[config.mk]
export PLATFORM = sky130hd
export DESIGN_NAME = spi_reg_bridge
export DESIGN_NICKNAME = d
export VERILOG_FILES = /design/src/rtl/spi_bridge_pkg.sv /design/src/rtl/spi_sync_edge.sv /design/src/rtl/spi_reg_bridge.sv
export SDC_FILE = /design/constraint.sdc
export NUM_CORES = 1
export LEC_CHECK = 0
export ABC_AREA = 1
export ABC_CLOCK_PERIOD_IN_PS = 1800
export CAP_MARGIN = 20
export CORE_UTILIZATION = 50
export DETAILED_ROUTE_END_ITERATION = 8
export PLACE_DENSITY = 0.73
export SLEW_MARGIN = 10
export SYNTH_ARGS = -nofsm -noshare
export SYNTH_HDL_FRONTEND = slang
export SYNTH_HIERARCHICAL = 1
export SYNTH_SLANG_ARGS = --single-unit
export TNS_END_PERCENT = 100
[constraint.sdc]
create_clock -name clock -period 1.8 [get_ports clock]
set_input_delay 0.36 -clock clock [delete_from_list [all_inputs] [get_ports clock]]
set_output_delay 0.36 -clock clock [all_outputs]
set_load 0.01 [all_outputs]
[src/rtl/spi_bridge_pkg.sv]
// Shared encodings and command-byte field positions for the SPI register bridge.
package spi_bridge_pkg;

    typedef enum logic [2:0] {
        IDLE    = 3'd0,
        CMD     = 3'd1,
        RD_REQ  = 3'd2,
        RD_LOAD = 3'd3,
        DATA    = 3'd4,
        WAIT_CS = 3'd5
    } state_t;

    localparam int         CMD_RW_BIT = 7;
    localparam int         ADDR_MSB   = 5;
    localparam logic [5:0] ADDR_WRAP  = 6'h3F;

endpackage

[src/rtl/spi_sync_edge.sv]
// Multi-flop synchronizer for an asynchronous SPI pin with rise/fall detection.
module spi_sync_edge #(
    parameter int STAGES = 2
) (
    input  logic clock,
    input  logic reset_n,
    input  logic din,
    output logic level,
    output logic rise,
    output logic fall
);

    logic [STAGES-1:0] chain;
    logic              prev;

    always_ff @(posedge clock) begin
        if (!reset_n) begin
            chain <= '0;
            prev  <= 1'b0;
        end else begin
            chain <= {chain[STAGES-2:0], din};
            prev  <= chain[STAGES-1];
        end
    end

    assign level = chain[STAGES-1];
    assign rise  = level & ~prev;
    assign fall  = ~level & prev;

endmodule

[src/rtl/spi_reg_bridge.sv]
// SPI mode-0 slave that converts host frames into register-file reads and writes,
// with auto-incrementing address across the data bytes of a frame.
module spi_reg_bridge
    import spi_bridge_pkg::*;
#(
    parameter int ADDR_W      = 6,
    parameter int DATA_W      = 8,
    parameter int SYNC_STAGES = 2
) (
    input  logic              clock,
    input  logic              reset_n,
    input  logic              sclk,
    input  logic              cs_n,
    input  logic              mosi,
    output logic              miso,
    output logic              miso_oe,
    output logic [ADDR_W-1:0] address,
    output logic              write_en,
    output logic [DATA_W-1:0] wr_data,
    output logic              read_en,
    input  logic [DATA_W-1:0] rd_data,
    output logic              busy,
    output logic              frame_err
);

    logic                   sclk_unused_level;
    logic                   sclk_rise;
    logic                   sclk_fall;
    logic                   cs_level;
    logic                   cs_rise;
    logic                   cs_fall;
    logic [SYNC_STAGES-1:0] mosi_q;
    logic                   mosi_sync;

    state_t                 state;
    logic [2:0]             bit_cnt;
    logic [2:0]             cnt_after;
    logic [DATA_W-1:0]      rx_shift;
    logic [DATA_W-1:0]      rx_next;
    logic [DATA_W-1:0]      tx_shift;
    logic                   is_read;
    logic [ADDR_W-1:0]      next_addr;

    spi_sync_edge #(.STAGES(SYNC_STAGES)) u_sclk_sync (
        .clock   (clock),
        .reset_n (reset_n),
        .din     (sclk),
        .level   (sclk_unused_level),
        .rise    (sclk_rise),
        .fall    (sclk_fall)
    );

    spi_sync_edge #(.STAGES(SYNC_STAGES)) u_cs_sync (
        .clock   (clock),
        .reset_n (reset_n),
        .din     (cs_n),
        .level   (cs_level),
        .rise    (cs_rise),
        .fall    (cs_fall)
    );

    always_ff @(posedge clock) begin
        if (!reset_n) begin
            mosi_q <= '0;
        end else begin
            mosi_q <= {mosi_q[SYNC_STAGES-2:0], mosi};
        end
    end

    assign mosi_sync = mosi_q[SYNC_STAGES-1];
    assign miso      = tx_shift[DATA_W-1];

    always_comb begin
        rx_next   = {rx_shift[DATA_W-2:0], mosi_sync};
        cnt_after = bit_cnt + {2'b00, sclk_rise};
        next_addr = (address == ADDR_W'(ADDR_WRAP)) ? '0 : address + 1'b1;
    end

    always_ff @(posedge clock) begin
        if (!reset_n) begin
            state     <= IDLE;
            bit_cnt   <= '0;
            rx_shift  <= '0;
            tx_shift  <= '0;
            is_read   <= 1'b0;
            miso_oe   <= 1'b0;
            address   <= '0;
            write_en  <= 1'b0;
            wr_data   <= '0;
            read_en   <= 1'b0;
            busy      <= 1'b0;
            frame_err <= 1'b0;
        end else begin
            write_en  <= 1'b0;
            read_en   <= 1'b0;
            frame_err <= 1'b0;
            // Write address advances the cycle after the strobe so the strobe sees the old one.
            if (write_en) begin
                address <= next_addr;
            end

            unique case (state)
                IDLE: begin
                    if (cs_fall) begin
                        state    <= CMD;
                        bit_cnt  <= '0;
                        rx_shift <= '0;
                        tx_shift <= '0;
                        busy     <= 1'b1;
                        miso_oe  <= 1'b1;
                    end else if (!cs_level) begin
                        state <= WAIT_CS;
                    end
                end
                WAIT_CS: begin
                    if (cs_level) begin
                        state <= IDLE;
                    end
                end
                CMD: begin
                    if (sclk_rise) begin
                        rx_shift <= rx_next;
                        bit_cnt  <= bit_cnt + 3'd1;
                        if (bit_cnt == 3'd7) begin
                            address <= ADDR_W'(rx_next[ADDR_MSB:0]);
                            is_read <= rx_next[CMD_RW_BIT];
                            if (rx_next[CMD_RW_BIT]) begin
                                state   <= RD_REQ;
                                read_en <= 1'b1;
                            end else begin
                                state <= DATA;
                            end
                        end
                    end
                end
                RD_REQ: begin
                    state <= RD_LOAD;
                end
                RD_LOAD: begin
                    tx_shift <= rd_data;
                    state    <= DATA;
                end
                DATA: begin
                    if (sclk_rise) begin
                        rx_shift <= rx_next;
                        bit_cnt  <= bit_cnt + 3'd1;
                        if (bit_cnt == 3'd7) begin
                            if (is_read) begin
                                address <= next_addr;
                                state   <= RD_REQ;
                                read_en <= 1'b1;
                            end else begin
                                wr_data  <= rx_next;
                                write_en <= 1'b1;
                            end
                        end
                    end
                    // The fall that closes a byte must not shift: the next byte's MSB is already loaded.
                    if (sclk_fall && bit_cnt != 3'd0) begin
                        tx_shift <= {tx_shift[DATA_W-2:0], 1'b0};
                    end
                end
                default: begin
                    state <= IDLE;
                end
            endcase

            // Deselect overrides the state move but keeps any byte completed this same cycle.
            if (state != IDLE && state != WAIT_CS && cs_rise) begin
                state     <= IDLE;
                busy      <= 1'b0;
                miso_oe   <= 1'b0;
                tx_shift  <= '0;
                frame_err <= (cnt_after != 3'd0);
            end
        end
    end

endmodule

==> metrics.log, run 1 <==
[metrics] outcome: complete, no violations
[metrics] first-pass detailed-route iteration total: 4
[metrics] start point of the worst hold path: mosi_q[0]
[metrics] combined flip-flop and latch cell area: 961 µm²
[metrics] accumulated negative setup slack: 0 ps
[metrics] Register-to-Register Path Depth: 8
[metrics] critical path launch point type: flip-flop
[metrics] Final Setup Violations: 0
[metrics] static leakage power: 1.24 nW
[metrics] clock slew at the register clock pins of the worst setup and hold paths: 90 ps
[metrics] cell type group with the largest total delay on the critical path: buffers and inverters
[metrics] buffers plus inverters on the worst setup path: 1
[metrics] ratio of cells with drive above 1 in the final layout: 19.2%
[metrics] total standard cell area after synthesis: 2500 µm²
[metrics] Max stage delay on crit path: 590 ps
[metrics] Port Buffer Count: 32
[metrics] iteration-0 DRC count of the detailed router: 103
[metrics] CTS tree: yes
[metrics] area added between synthesis and finish: 20.7%
[metrics] vias in the first global route: 1935
[metrics] maximum clock frequency: 579 MHz
[metrics] endpoint required time on the critical path: 1440 ps
[metrics] syn_nets: 353
[metrics] setup repair after global routing missed its margin: false
[metrics] fin nets: 393
[metrics] area of the multi-input gates: 1250 µm²
[metrics] dominant cell type by area after synthesis: sky130_fd_sc_hd__dfxtp_1
[metrics] Clock Sinks: 48
[metrics] worst path arrival time: 1370 ps
[metrics] final worst path period share: 95.9%
[metrics] post-synthesis area per instance: 7.47 µm²
[metrics] power per unit of standard cell area: 1020 nW/µm²
[metrics] number of inserted filler cells in the final layout: 454
[metrics] commonest cells after routing, fill and taps aside: 63 x sky130_fd_sc_hd__nand2_1, 48 x sky130_fd_sc_hd__dfxtp_1, 41 x sky130_fd_sc_hd__inv_1
[metrics] Hold Path Cell Cnt: 2
[metrics] wire length of the first global-routing pass: 8770 µm
[metrics] GRT Util Overall: 21.2%
[metrics] number of flip-flops and latches in the synthesized netlist: 48
[metrics] maximum number of pins on one net before global-route repair: 15
[metrics] capturing element type of the critical path: primary output
[metrics] number of distinct standard cells referenced by the synthesized netlist: 40
[metrics] startpoint of the lowest-slack register-to-register path: state[0]
[metrics] largest driver fanout on the critical path: 8
[metrics] max-slew violation count: 0
[metrics] detailed-route vias per instance: 5.03
[metrics] die area: 5280 µm²
[metrics] final-report hold violation count: 0
[metrics] fraction of post-synthesis cell area in the top cell type by area: 38.5%
[metrics] tightest slew margin relative to the limit: 76.3%
[metrics] number of logic stages on the critical path including buffering: 1
[metrics] list of cells traversed by the critical path: clkdlybuf4s50_1
[metrics] diode insertion count for antenna repair: 0
[metrics] VDD IR-drop max: 0.000597 V
[metrics] Remaining DRCs: 0
[metrics] synthesized instance count: 334
[metrics] Routability Congestion: 0.834
[metrics] most common cell after layout, fill and taps aside: sky130_fd_sc_hd__nand2_1
[metrics] maximum clock path buffer count: 2
[metrics] height of the die: 72.7 µm
[metrics] Hold WC Path Type: reg -> reg
[metrics] number of buffers inserted by hold repair at cts: 0
[metrics] slowest cell on the critical path: sky130_fd_sc_hd__clkdlybuf4s50_1
[metrics] total core area: 4750 µm²
[metrics] CTS HTree Levels: 2
[metrics] Critical Path Source: address[2]
[metrics] CTS root buffer: sky130_fd_sc_hd__clkbuf_8
[metrics] # rows: 25
[metrics] Worst Clk Skew: 6.59 ps
[metrics] starting utilization of the core area: 52.5%
[metrics] Top-Level Pins: 33
[metrics] cts bufs inserted: 5
[metrics] max-cap violation count: 0
[metrics] grt ovf: 0
[metrics] initial antenna violation count: 0
[metrics] number of nets with antenna violations after routing: 0
[metrics] final WL: 5160 µm
[metrics] cell types with the largest area share after synthesis: sky130_fd_sc_hd__dfxtp_1 38%, sky130_fd_sc_hd__nand2_1 9.6%, sky130_fd_sc_hd__inv_1 6.2%, sky130_fd_sc_hd__nand3_1 4.6%, sky130_fd_sc_hd__nor2_1 4.4%
[metrics] Yosys warnings: 6
[metrics] average routed wire per standard cell: 11.7 µm
[metrics] worst-margin pin slew: 354 ps
[metrics] shortest clock period the worst path allows after layout: 1730 ps
[metrics] share of synthesized area occupied by flip-flops and latches: 38.5%
[metrics] HPWL after DPL: 3870 µm
[metrics] fraction of the core area covered by cells at the end of the flow: 63.4%
[metrics] vias after detailed routing: 2224
[metrics] Die Wd: 72.7 µm
[metrics] worst skew pair latency: 300 ps
[metrics] critical path start-end classification: reg -> out
cell usage after synthesis, drive strengths merged:
cell type  count
nand4          2
dfxtp         48
a31o           1
o21ai         26
nand3         25
or2            1
inv           49
o221ai         1
a22o           1
clkbuf         4
ha             6
clkinv         2
o21a           1
xnor2          2
a21oi         25
nand2         79
a31oi          6
nor2          38
a22oi          2
o211ai         1
nor4           2
nor3           5
buf            7
report_power, final:
part | leakage (nW) | total (W) | switching (W) | internal [W]
clock | 0.0445 | 0.000665 | 0.000353 | 0.000312
sequential | 0.390 | 0.00127 | 0.0000991 | 0.00117
combinational | 0.806 | 0.00113 | 0.000725 | 0.000402
total | 1.24 | 0.00306 | 0.00118 | 0.00189
through the flow:
step	instances	power, W	hold WS [ps]	setup WS [ps]	instance area, µm²
after CTS	442	0.00309	424	80.8	3010
final	442	0.00306	422	73.9	3010
after floorplan	334	0.00228	390	208	2500
after global placement	434	0.00241	396	204	2920
after detailed placement	434	0.00242	403	126	2920
after global routing	442	0.00328	436	23.5	3010
final timing paths:
check / end / slack (ps)
hold reg to reg: mosi_q[1] / 420
hold / removal: mosi_q[1] / 420
setup / recovery: address[2] / 70
setup reg to reg: bit_cnt[2] / 200
area by class of cell:
cell class | instances | share of cell area, %
inverter | 51 | 6.60
timing repair buffer | 44 | 14.0
clock buffer | 7 | 2.87
multi-input combinational | 224 | 41.6
tap | 67 | 2.78
clock inverter | 1 | 0.249
sequential | 48 | 31.9
state kept, by name, summed over array words and instances (netlist names):
register and cells:
write_en 1, mosi_q 2, bit_cnt 3, u_sclk_sync/prev 1
state 3, address 6, u_cs_sync/chain 2, frame_err 1
is_read 1, tx_shift 8, wr_data 8, busy 1
u_cs_sync/prev 1, u_sclk_sync/chain 2, read_en 1, rx_shift 7
per-layer routing:
layer	part of all wire [%]	vias up	global-route usage [%]	wire length [µm]
met4	0.99	0	5.66	51
met5	0	-	0	0
li1	-	1151	-	-
met1	48	1022	28.5	2490
met2	47	44	34.7	2400
met3	4.2	7	4.28	214
repair_timing:
| item | 4_1_cts | 5_1_grt |
|---|---|---|
| endpoints found under the setup margin | 0 | 4 |
| gates resized for setup | 0 | 1 |
| buffers inserted | 0 | 0 |
| endpoints found under the hold margin | 0 | 0 |
logic make-up (layout without fill, tap and decap cells):
kind of cell    Yosys count  after routing  synth area share (%)
simple gates            152            152                  30.1
compound gates           64             64                  16.2
buf+inv                  62            103                  11.4
flops                    48             48                  38.5
fa+ha+maj                 6              6                  3.01
xor+xnor                  2              2                 0.702
(Power assumes the default switching activity.)
==> run 2: changes to the inputs <==
--- a/config.mk
+++ b/config.mk
@@ -7,7 +7,6 @@
 export LEC_CHECK = 0
 export ABC_AREA = 1
 export ABC_CLOCK_PERIOD_IN_PS = 1800
-export CAP_MARGIN = 20
 export CORE_UTILIZATION = 50
 export DETAILED_ROUTE_END_ITERATION = 8
 export PLACE_DENSITY = 0.73
==> results of run 2 <==
The final DEF is identical to that of run 1; final timing and power are the same.
